<file path="config.mk">
export PLATFORM = sky130hd
export DESIGN_NAME = seg_scan_driver
export DESIGN_NICKNAME = d
export VERILOG_FILES = /design/src/rtl/display_pkg.sv /design/src/rtl/seg_scan_driver_scan_prescaler.sv /design/src/rtl/seg_scan_driver.sv
export SDC_FILE = /design/constraint.sdc
export NUM_CORES = 1
export LEC_CHECK = 0
export BUFFER_PORTS_ARGS = -buffer_cell sky130_fd_sc_hd__buf_2
export CELL_PAD_IN_SITES_DETAIL_PLACEMENT = 2
export CELL_PAD_IN_SITES_GLOBAL_PLACEMENT = 2
export CORE_ASPECT_RATIO = 1.4
export CORE_UTILIZATION = 37
export DETAILED_ROUTE_END_ITERATION = 12
export GPL_ROUTABILITY_DRIVEN = 0
export PLACE_DENSITY = 0.8
export SKIP_LAST_GASP = 1
export SLEW_MARGIN = 20
export SYNTH_ARGS = -nofsm -noshare
export SYNTH_HDL_FRONTEND = slang
export SYNTH_SLANG_ARGS = --single-unit
</file>
<file path="constraint.sdc">
create_clock -name clk -period 5.42 [get_ports clk]
set_input_delay 1.084 -clock clk [delete_from_list [all_inputs] [get_ports clk]]
set_output_delay 1.084 -clock clk [all_outputs]
set_load 0.01 [all_outputs]
</file>
<file path="src/rtl/display_pkg.sv">
// Shared definitions for the 4-digit common-anode display path
// (hex-to-segment stage and the scan driver).
package display_pkg;

    localparam int NUM_DIGITS = 4;
    localparam int SEG_W      = 7;
    localparam int IDX_W      = $clog2(NUM_DIGITS);

    typedef logic [SEG_W-1:0] seg_t;

    localparam seg_t                  SEG_OFF = 7'h7F;
    localparam logic [NUM_DIGITS-1:0] AN_OFF  = 4'b1111;

endpackage

</file>
<file path="src/rtl/seg_scan_driver_scan_prescaler.sv">
// Slot timer for the display scan: counts clk cycles within a digit slot and
// steps the digit index 0->1->2->3->0 each time the slot counter wraps.
module scan_prescaler
    import display_pkg::*;
#(
    parameter int DIGIT_CYCLES = 100000
) (
    input  logic                                clk,
    input  logic                                rst,
    output logic [$clog2(DIGIT_CYCLES)-1:0]     cnt,
    output logic [IDX_W-1:0]                    idx,
    output logic                                slot_start,
    output logic                                frame_start
);

    localparam int                CNT_W   = $clog2(DIGIT_CYCLES);
    localparam logic [CNT_W-1:0]  CNT_MAX = CNT_W'(DIGIT_CYCLES - 1);

    logic [CNT_W-1:0] cnt_q, cnt_d;
    logic [IDX_W-1:0] idx_q, idx_d;

    always_comb begin
        cnt_d = cnt_q + 1'b1;
        idx_d = idx_q;
        if (cnt_q == CNT_MAX) begin
            cnt_d = '0;
            idx_d = idx_q + 1'b1;
        end
    end

    always_ff @(posedge clk) begin
        if (rst) begin
            cnt_q <= '0;
            idx_q <= '0;
        end else begin
            cnt_q <= cnt_d;
            idx_q <= idx_d;
        end
    end

    assign cnt         = cnt_q;
    assign idx         = idx_q;
    assign slot_start  = (cnt_q == '0);
    assign frame_start = (cnt_q == '0) && (idx_q == '0);

endmodule

</file>
<file path="src/rtl/seg_scan_driver.sv">
// Time-multiplexes a packed 4-digit segment word onto one cathode bus and four
// anode selects. Optional ghost-suppression blanking is enabled by SCAN_BLANK_EN.
module seg_scan_driver
    import display_pkg::*;
#(
    parameter int DIGIT_CYCLES = 100000,
    parameter int BLANK_CYCLES = 1000
) (
    input  logic        clk,
    input  logic        rst,
    input  logic [27:0] display,
    input  logic [3:0]  digit_en,
    output logic [6:0]  seg,
    output logic [3:0]  an,
    output logic        frame_tick
);

    localparam int CNT_W = $clog2(DIGIT_CYCLES);

    logic [CNT_W-1:0] cnt;
    logic [IDX_W-1:0] idx;
    logic             slot_start;
    logic             frame_start;
    logic             blank;

    logic [NUM_DIGITS*SEG_W-1:0] frame_q, frame_d;
    logic [NUM_DIGITS-1:0]       en_q, en_d;
    seg_t                        seg_q, seg_d;
    logic [NUM_DIGITS-1:0]       an_q, an_d;

    scan_prescaler #(
        .DIGIT_CYCLES (DIGIT_CYCLES)
    ) u_prescaler (
        .clk         (clk),
        .rst         (rst),
        .cnt         (cnt),
        .idx         (idx),
        .slot_start  (slot_start),
        .frame_start (frame_start)
    );

`ifdef SCAN_BLANK_EN
    if (BLANK_CYCLES >= DIGIT_CYCLES) begin : g_blank_check
        $error("seg_scan_driver: BLANK_CYCLES must be less than DIGIT_CYCLES");
    end
    assign blank = (32'(cnt) < BLANK_CYCLES);
    logic unused_slot;
    assign unused_slot = slot_start;
`else
    assign blank = 1'b0;
    logic unused_scan;
    assign unused_scan = ^{cnt, slot_start};
`endif

    // Slot 0's first cycle decodes from the incoming snapshot so a new frame
    // is visible on the pins from its very first slot.
    always_comb begin
        frame_d = frame_q;
        en_d    = en_q;
        if (frame_start) begin
            frame_d = display;
            en_d    = digit_en;
        end
        seg_d = SEG_OFF;
        an_d  = AN_OFF;
        if (en_d[idx] && !blank) begin
            seg_d = frame_d[idx*SEG_W +: SEG_W];
            an_d  = ~(4'b0001 << idx);
        end
    end

    always_ff @(posedge clk) begin
        if (rst) begin
            frame_q <= '1;
            en_q    <= '0;
            seg_q   <= SEG_OFF;
            an_q    <= AN_OFF;
        end else begin
            frame_q <= frame_d;
            en_q    <= en_d;
            seg_q   <= seg_d;
            an_q    <= an_d;
        end
    end

    assign seg        = seg_q;
    assign an         = an_q;
    assign frame_tick = frame_start && !rst;

endmodule
</file>
==> run_results.csv, run 1 <==
group,metric,value,unit
run_status,status,"finished, final reports clean",
finish,layout_common_cells,"dfxtp_1 (62), buf_2 (45), and2_1 (30)",
finish,seqCellArea,1240,sq um
floorplanning,start_util,0.389,
sta,clock_skew,0.00844,ns
yosys,synth_cell_types,30,
sta,tightest_slew,0.784,ns
cts,clk_path_buf_depth,2,
yosys,avgSynthCellArea,9.63,sq um
critical_path,reg2reg_depth,7,
power,ir_drop,166,uV
sta,fin_crit_sh,0.560,
cts,post-cts-setup-buffers,0,
cts,root_buffer,"clkbuf_8",
route,via_count,2312,
floorplanning,die_h,104,um
critical_path,critPathKind,"input port to output port",
critical_path,cp_max_fo,38,
global_routing,grt_max_degree,41,
floorplanning,rows,36,
critical_path,worst_setup_path_start_kind,"input port",
finish,fillers,793,
power,power.total,1140,uW
critical_path,critPathCaptureType,"output port",
yosys,synth_area,2750,sq um
yosys,synth_top_cell_by_area,"dfxtp_1",
cts,cts_made_buffers,9,
run,cap_violations,0,
route,drtPass1Iterations,4,
finish,drive_above_1_share,0.227,
sta,slew_violations,0,
global_routing,grt_usage,0.217,
cts,cts.sinks,62,
yosys,synth_area_leaders,"dfxtp_1 (45%), a211o_1 (8.9%), a211oi_1 (7.6%)",
sta,hold_slack,0.463,ns
power,power_per_cell_area,351,nW/um^2
yosys,synth_fp_nets,326,
cts,cts_resized,0,
route,routed_wl,7680,um
sta,setup_viol,0,
finish,syn_to_final_growth,17.6,%
route,drc_errors,0,
critical_path,cp.required,4.34,ns
finish,final_common_cell,"dfxtp_1",
global_routing,grt_pass1_wl,12400,um
placement,io_buffers,45,
yosys,yosysWarnings,0,
cts,cts_tree,"built",
critical_path,cp.arrival,1.95,ns
route,wl_per_cell,18.0,um
sta,finalHoldViolCount,0,
route,viasPerCell,5.43,
sta,fin_setup_tns,0,ns
power,p_leak,0.00127,uW
floorplanning,ioPinCount,46,
finish,nNetsFinal,366,
floorplanning,die_area,7800,sq um
global_routing,grt_pass1_vias,2585,
placement,hpwl,5230,um
cts,ctsHoldBuffers,0,
min_path,hold_class,"flop to flop",
finish,antenna_cells,0,
finish,multi_input_area,1390,sq um
cts,clkTransAtPathRegs,0.07,ns
yosys,ys_ff_latch,62,
yosys,syn_inst,286,
cts,clk_latency,0.35,ns
global_routing,grt_antenna_before_repair,0,
floorplanning,core,7070,sq um
yosys,synth-seq-area-share,0.451,
cts,htree_levels,3,
yosys,synth_top_area_share,0.451,
sta,min_period,3.04,ns
floorplanning,die_x,74.9,um
global_routing,grt-ovfl-total,0,
sta,relSlewSlack,0.477,
sta,fmax,0.329,GHz
sta,rsz0062_at_grt,"no",
route,ant_nets,0,
min_path,hold_depth,2,
route,drt-initial-drc-count,69,
-- flip-flops by register name (all words and copies together) (netlist names) --
name	flops
frame_q	28
seg	7
u_prescaler.idx	2
u_prescaler.cnt	17
en_q	4
an	4
-- worst paths after layout --
path | slack [ns] | startpoint | end
max | 2.38 | rst | frame_tick
min | 0.46 | en_q[1]$_SDFF_PP0_ | en_q[1]$_SDFF_PP0_
max reg2reg | 2.73 | u_prescaler.idx[0]$_SDFFE_PP0P_ | seg[3]$_SDFF_PP1_
min reg2reg | 0.46 | en_q[1]$_SDFF_PP0_ | en_q[1]$_SDFF_PP0_
-- through the flow --
| step | worst slack, ns | instances | utilization | instance area (sq um) |
|---|---|---|---|---|
| finish | 2.38 | 426 | 0.458 | 3240 |
| global route | 2.25 | 426 | 0.458 | 3240 |
| CTS | 2.37 | 426 | 0.458 | 3240 |
| detailed placement | 2.37 | 410 | 0.426 | 3020 |
| global placement | 2.36 | 410 | 0.426 | 3020 |
| floorplan | 2.56 | 286 | - | 2750 |
-- layout make-up --
class / count / share of cell area
multi-input combinational: 199 / 0.429
sequential: 62 / 0.383
timing repair buffer: 47 / 0.0742
clock buffer: 10 / 0.0425
tap: 95 / 0.0367
clock inverter: 6 / 0.0263
inverter: 7 / 0.00811
-- logic make-up after synthesis --
kind of cell,after synthesis,synth area share
xor gates and xnor gates,14,0.0445
adders and majority gates,6,0.0273
and+or+nand+nor,97,0.180
muxes,4,0.0154
DFF,62,0.451
AOI/OAI and AO/OA,78,0.236
buffers and inverters,25,0.0454
-- routing by layer --
layer / share of wire / up-vias / GRT usage
li1: - / 1111 / -
met1: 0.38 / 1153 / 0.213
met2: 0.57 / 35 / 0.407
met3: 0.022 / 13 / 0.0388
met4: 0.027 / 0 / 0.113
met5: 0 / - / 0
-- worst max-delay path, cell delays in order --
cell    delay (ns)
buf_2         0.60
nor2_1        0.10
buf_2         0.16
-- power by group --
part / total (uW) / internal [uW] / switching (uW)
Combinational: 171 / 72.0 / 99.4
Clock: 460 / 270 / 190
Sequential: 505 / 494 / 11.4
Total: 1140 / 835 / 301
-- cells in the mapped netlist, drive strengths merged --
| cell type | instances |
|---|---|
| or2 | 1 |
| nand3 | 5 |
| mux2i | 2 |
| a211o | 28 |
| buf | 9 |
| inv | 7 |
| o21ai | 5 |
| xor2 | 11 |
| and3 | 3 |
| a211oi | 28 |
| nor3 | 1 |
| ha | 6 |
| nand4 | 4 |
| a21oi | 8 |
| nand2 | 24 |
| mux2 | 2 |
| and2 | 31 |
| a31oi | 2 |
| xnor2 | 3 |
| clkbuf | 9 |
| nor4 | 3 |
| and4 | 3 |
| nor2 | 20 |
| or3 | 2 |
| o41ai | 7 |
| dfxtp | 62 |
No activity file was read; power rests on OpenSTA's default activity.
==> inputs of run 2 (changes only) <==
--- a/config.mk
+++ b/config.mk
@@ -5,14 +5,15 @@
 export SDC_FILE = /design/constraint.sdc
 export NUM_CORES = 1
 export LEC_CHECK = 0
+export ABC_AREA = 1
 export BUFFER_PORTS_ARGS = -buffer_cell sky130_fd_sc_hd__buf_2
 export CELL_PAD_IN_SITES_DETAIL_PLACEMENT = 2
 export CELL_PAD_IN_SITES_GLOBAL_PLACEMENT = 2
 export CORE_ASPECT_RATIO = 1.4
-export CORE_UTILIZATION = 37
+export CORE_UTILIZATION = 32
 export DETAILED_ROUTE_END_ITERATION = 12
 export GPL_ROUTABILITY_DRIVEN = 0
-export PLACE_DENSITY = 0.8
+export PLACE_DENSITY = 0.76
 export SKIP_LAST_GASP = 1
 export SLEW_MARGIN = 20
 export SYNTH_ARGS = -nofsm -noshare
==> constraint.sdc (replaced) <==
create_clock -name clk -period 3.01 [get_ports clk]
set_input_delay 0.602 -clock clk [delete_from_list [all_inputs] [get_ports clk]]
set_output_delay 0.602 -clock clk [all_outputs]
set_load 0.01 [all_outputs]
==> run_results.csv, run 2 <==
group,metric,value,unit
route,ant_nets,0,
cts,ctsHoldBuffers,0,
yosys,synth_area,3250,sq um
power,swShare,0.272,
min_path,min_from,"u_prescaler.cnt[0]$_SDFF_PP0_",
critical_path,critPathKind,"flop to output port",
route,top_layer,"met4",
cts,cts_tree,"built",
yosys,synth_enable_flop_cells,0,
finish,largest_register_ffs,28,
route,wl_met2,5720,um
sta,slew_violations,0,
power,p_leak,0.00193,uW
finish,seqCellArea,1240,sq um
route,drtPass1Iterations,4,
route,routedLengthMet1,4150,um
floorplanning,die_h,121,um
route,drt-initial-drc-count,91,
yosys,yosysWarnings,0,
power,pwr-share-clk,0.439,
yosys,synth_flop_cell,"dfxtp_1",
sta,setup_viol,0,
route,routed_wl,10500,um
finish,fillers,1222,
critical_path,r2r-end,"seg[1]$_SDFF_PP1_",
floorplanning,start_util,0.328,
cts,cts.sinks,62,
global_routing,grt_max_degree,43,
sta,min_period,2.53,ns
route,wl_per_cell,16.4,um
sta,fin_crit_sh,0.841,
floorplanning,die_area,10600,sq um
min_path,min_to,"u_prescaler.cnt[0]$_SDFF_PP0_",
yosys,synth_area_leaders,"dfxtp_1 (38%), nand2_1 (14%), nand3_1 (9.6%)",
cts,post-cts-setup-buffers,0,
critical_path,critPathCaptureType,"output port",
finish,layout_common_cells,"nand2_1 (122), inv_1 (70), nand3_1 (62), dfxtp_1 (62), buf_2 (45)",
placement,hpwl,7680,um
finish,drive_above_1_share,0.187,
finish,nNetsFinal,540,
sta,finalHoldViolCount,0,
yosys,ys_ff_latch,62,
power,power_frac_seq,0.419,
yosys,synth_common_cells,"nand2_1 (122), inv_1 (70), dfxtp_1 (62), nand3_1 (62), nand4_1 (34)",
yosys,avgSynthCellArea,7.08,sq um
finish,syn_to_final_growth,15.9,%
cts,clk_path_buf_depth,2,
critical_path,reg2reg_depth,10,
global_routing,grt_pass1_wl,16900,um
sta,clock_skew,0.00566,ns
yosys,synth_most_common_cell,"nand2_1",
cts,clkTransAtPathRegs,0.05,ns
yosys,synth_top_area_share,0.382,
placement,dp.cells,624,
yosys,async_flop_share,0,
floorplanning,die_x,87.2,um
yosys,syn_inst,459,
global_routing,grt_usage,0.214,
cts,cts_resized,0,
power,p_int,1530,uW
yosys,synth_fp_nets,499,
run,cap_violations,0,
sta,tightest_slew,0.473,ns
critical_path,worst_setup_path_start_kind,"flop",
cts,htree_levels,3,
power,ir_drop,292,uV
cts,root_buffer,"clkbuf_16",
route,wl_met3,315,um
sta,fin_setup_tns,0,ns
finish,antenna_cells,0,
sta,rsz0062_at_grt,"no",
finish,instances_no_fill,638,
global_routing,grt_pass1_vias,3484,
yosys,synth_top_cell_by_area,"dfxtp_1",
finish,multi_input_area,1540,sq um
min_path,hold_depth,1,
route,via_count,3150,
critical_path,cp.arrival,1.93,ns
floorplanning,core,9900,sq um
yosys,synth-seq-area-share,0.382,
route,drc_errors,0,
global_routing,grt_antenna_before_repair,0,
floorplanning,ioPinCount,46,
finish,top_register,"frame_q",
sta,fmax,0.395,GHz
finish,final_common_cell,"nand2_1",
power,p_comb_frac,0.141,
cts,clk_latency,0.33,ns
critical_path,cp.required,2.41,ns
route,viasPerCell,4.94,
power,power_per_cell_area,560,nW/um^2
critical_path,cp_max_fo,11,
sta,relSlewSlack,0.685,
global_routing,grt-ovfl-total,0,
floorplanning,rows,43,
critical_path,timing.rr.start,"u_prescaler.idx[1]$_SDFFE_PP0P_",
min_path,hold_class,"flop to flop",
yosys,synth_cell_types,32,
critical_path,r2r_slack,0.59,ns
placement,io_buffers,45,
cts,cts_made_buffers,9,
power,switchingPower,573,uW
run_status,status,"finished, final reports clean",
run 2: metal layers:
metal	vias to the layer above	GRT usage
met5	-	0
met4	0	0.0953
met3	18	0.0449
met2	53	0.403
met1	1530	0.222
li1	1549	-
run 2: worst max-delay path, cell delays in order, from the launching register on:
cell     delay, ns
dfxtp_1       0.44
inv_2         0.24
ha_1          0.23
nand2_2       0.11
nor2_4        0.18
nand3_2       0.14
nor2_1        0.11
buf_2         0.13
run 2: worst max-delay path by stage:
stage	startpoint	to	slack (ns)	cells past startpoint
finish	u_prescaler.idx[1]$_SDFFE_PP0P_	frame_tick	0.48	7
global route	u_prescaler.idx[1]$_SDFFE_PP0P_	frame_tick	0.31	7
CTS	u_prescaler.idx[1]$_SDFFE_PP0P_	frame_tick	0.43	7
detailed placement	u_prescaler.idx[1]$_SDFFE_PP0P_	seg[1]$_SDFF_PP1_	0.56	10
global placement	u_prescaler.idx[1]$_SDFFE_PP0P_	seg[1]$_SDFF_PP1_	0.68	10
floorplan	u_prescaler.idx[0]$_SDFFE_PP0P_	frame_tick	0.89	8
run 2: cell families after synthesis:
kind of cell / share of synthesized area
AOI/OAI and AO/OA: 0.0374
xor gates and xnor gates: 0.00270
adders and majority gates: 0.0231
buffers and inverters: 0.145
DFF: 0.382
and+or+nand+nor: 0.409
run 2: cell type report:
| cell class | instances | share of cell area |
|---|---|---|
| clock inverter | 2 | 0.00266 |
| sequential | 62 | 0.330 |
| tap | 135 | 0.0449 |
| multi-input combinational | 298 | 0.408 |
| clock buffer | 12 | 0.0655 |
| timing repair buffer | 51 | 0.0718 |
| inverter | 78 | 0.0778 |
run 2: per-stage QoR:
stage	instance area [sq um]	total power (uW)	utilization	hold slack (ns)	setup WS (ns)
3_3_place_gp	3510	1190	0.354	0.444	0.681
2_1_floorplan	3250	1120	-	0.430	0.893
4_1_cts	3760	2140	0.380	0.476	0.429
5_1_grt	3760	2210	0.380	0.510	0.306
3_5_place_dp	3510	1200	0.354	0.464	0.562
6_report	3760	2110	0.380	0.465	0.480
run 2: power by group through the flow:
| stage | logic [uW] | clock network (uW) | registers, uW |
|---|---|---|---|
| floorplan | 220 | 0 | 900 |
| global placement | 290 | 0 | 899 |
| detailed placement | 302 | 0 | 902 |
| CTS | 305 | 952 | 885 |
| global route | 339 | 986 | 888 |
| finish | 298 | 926 | 884 |
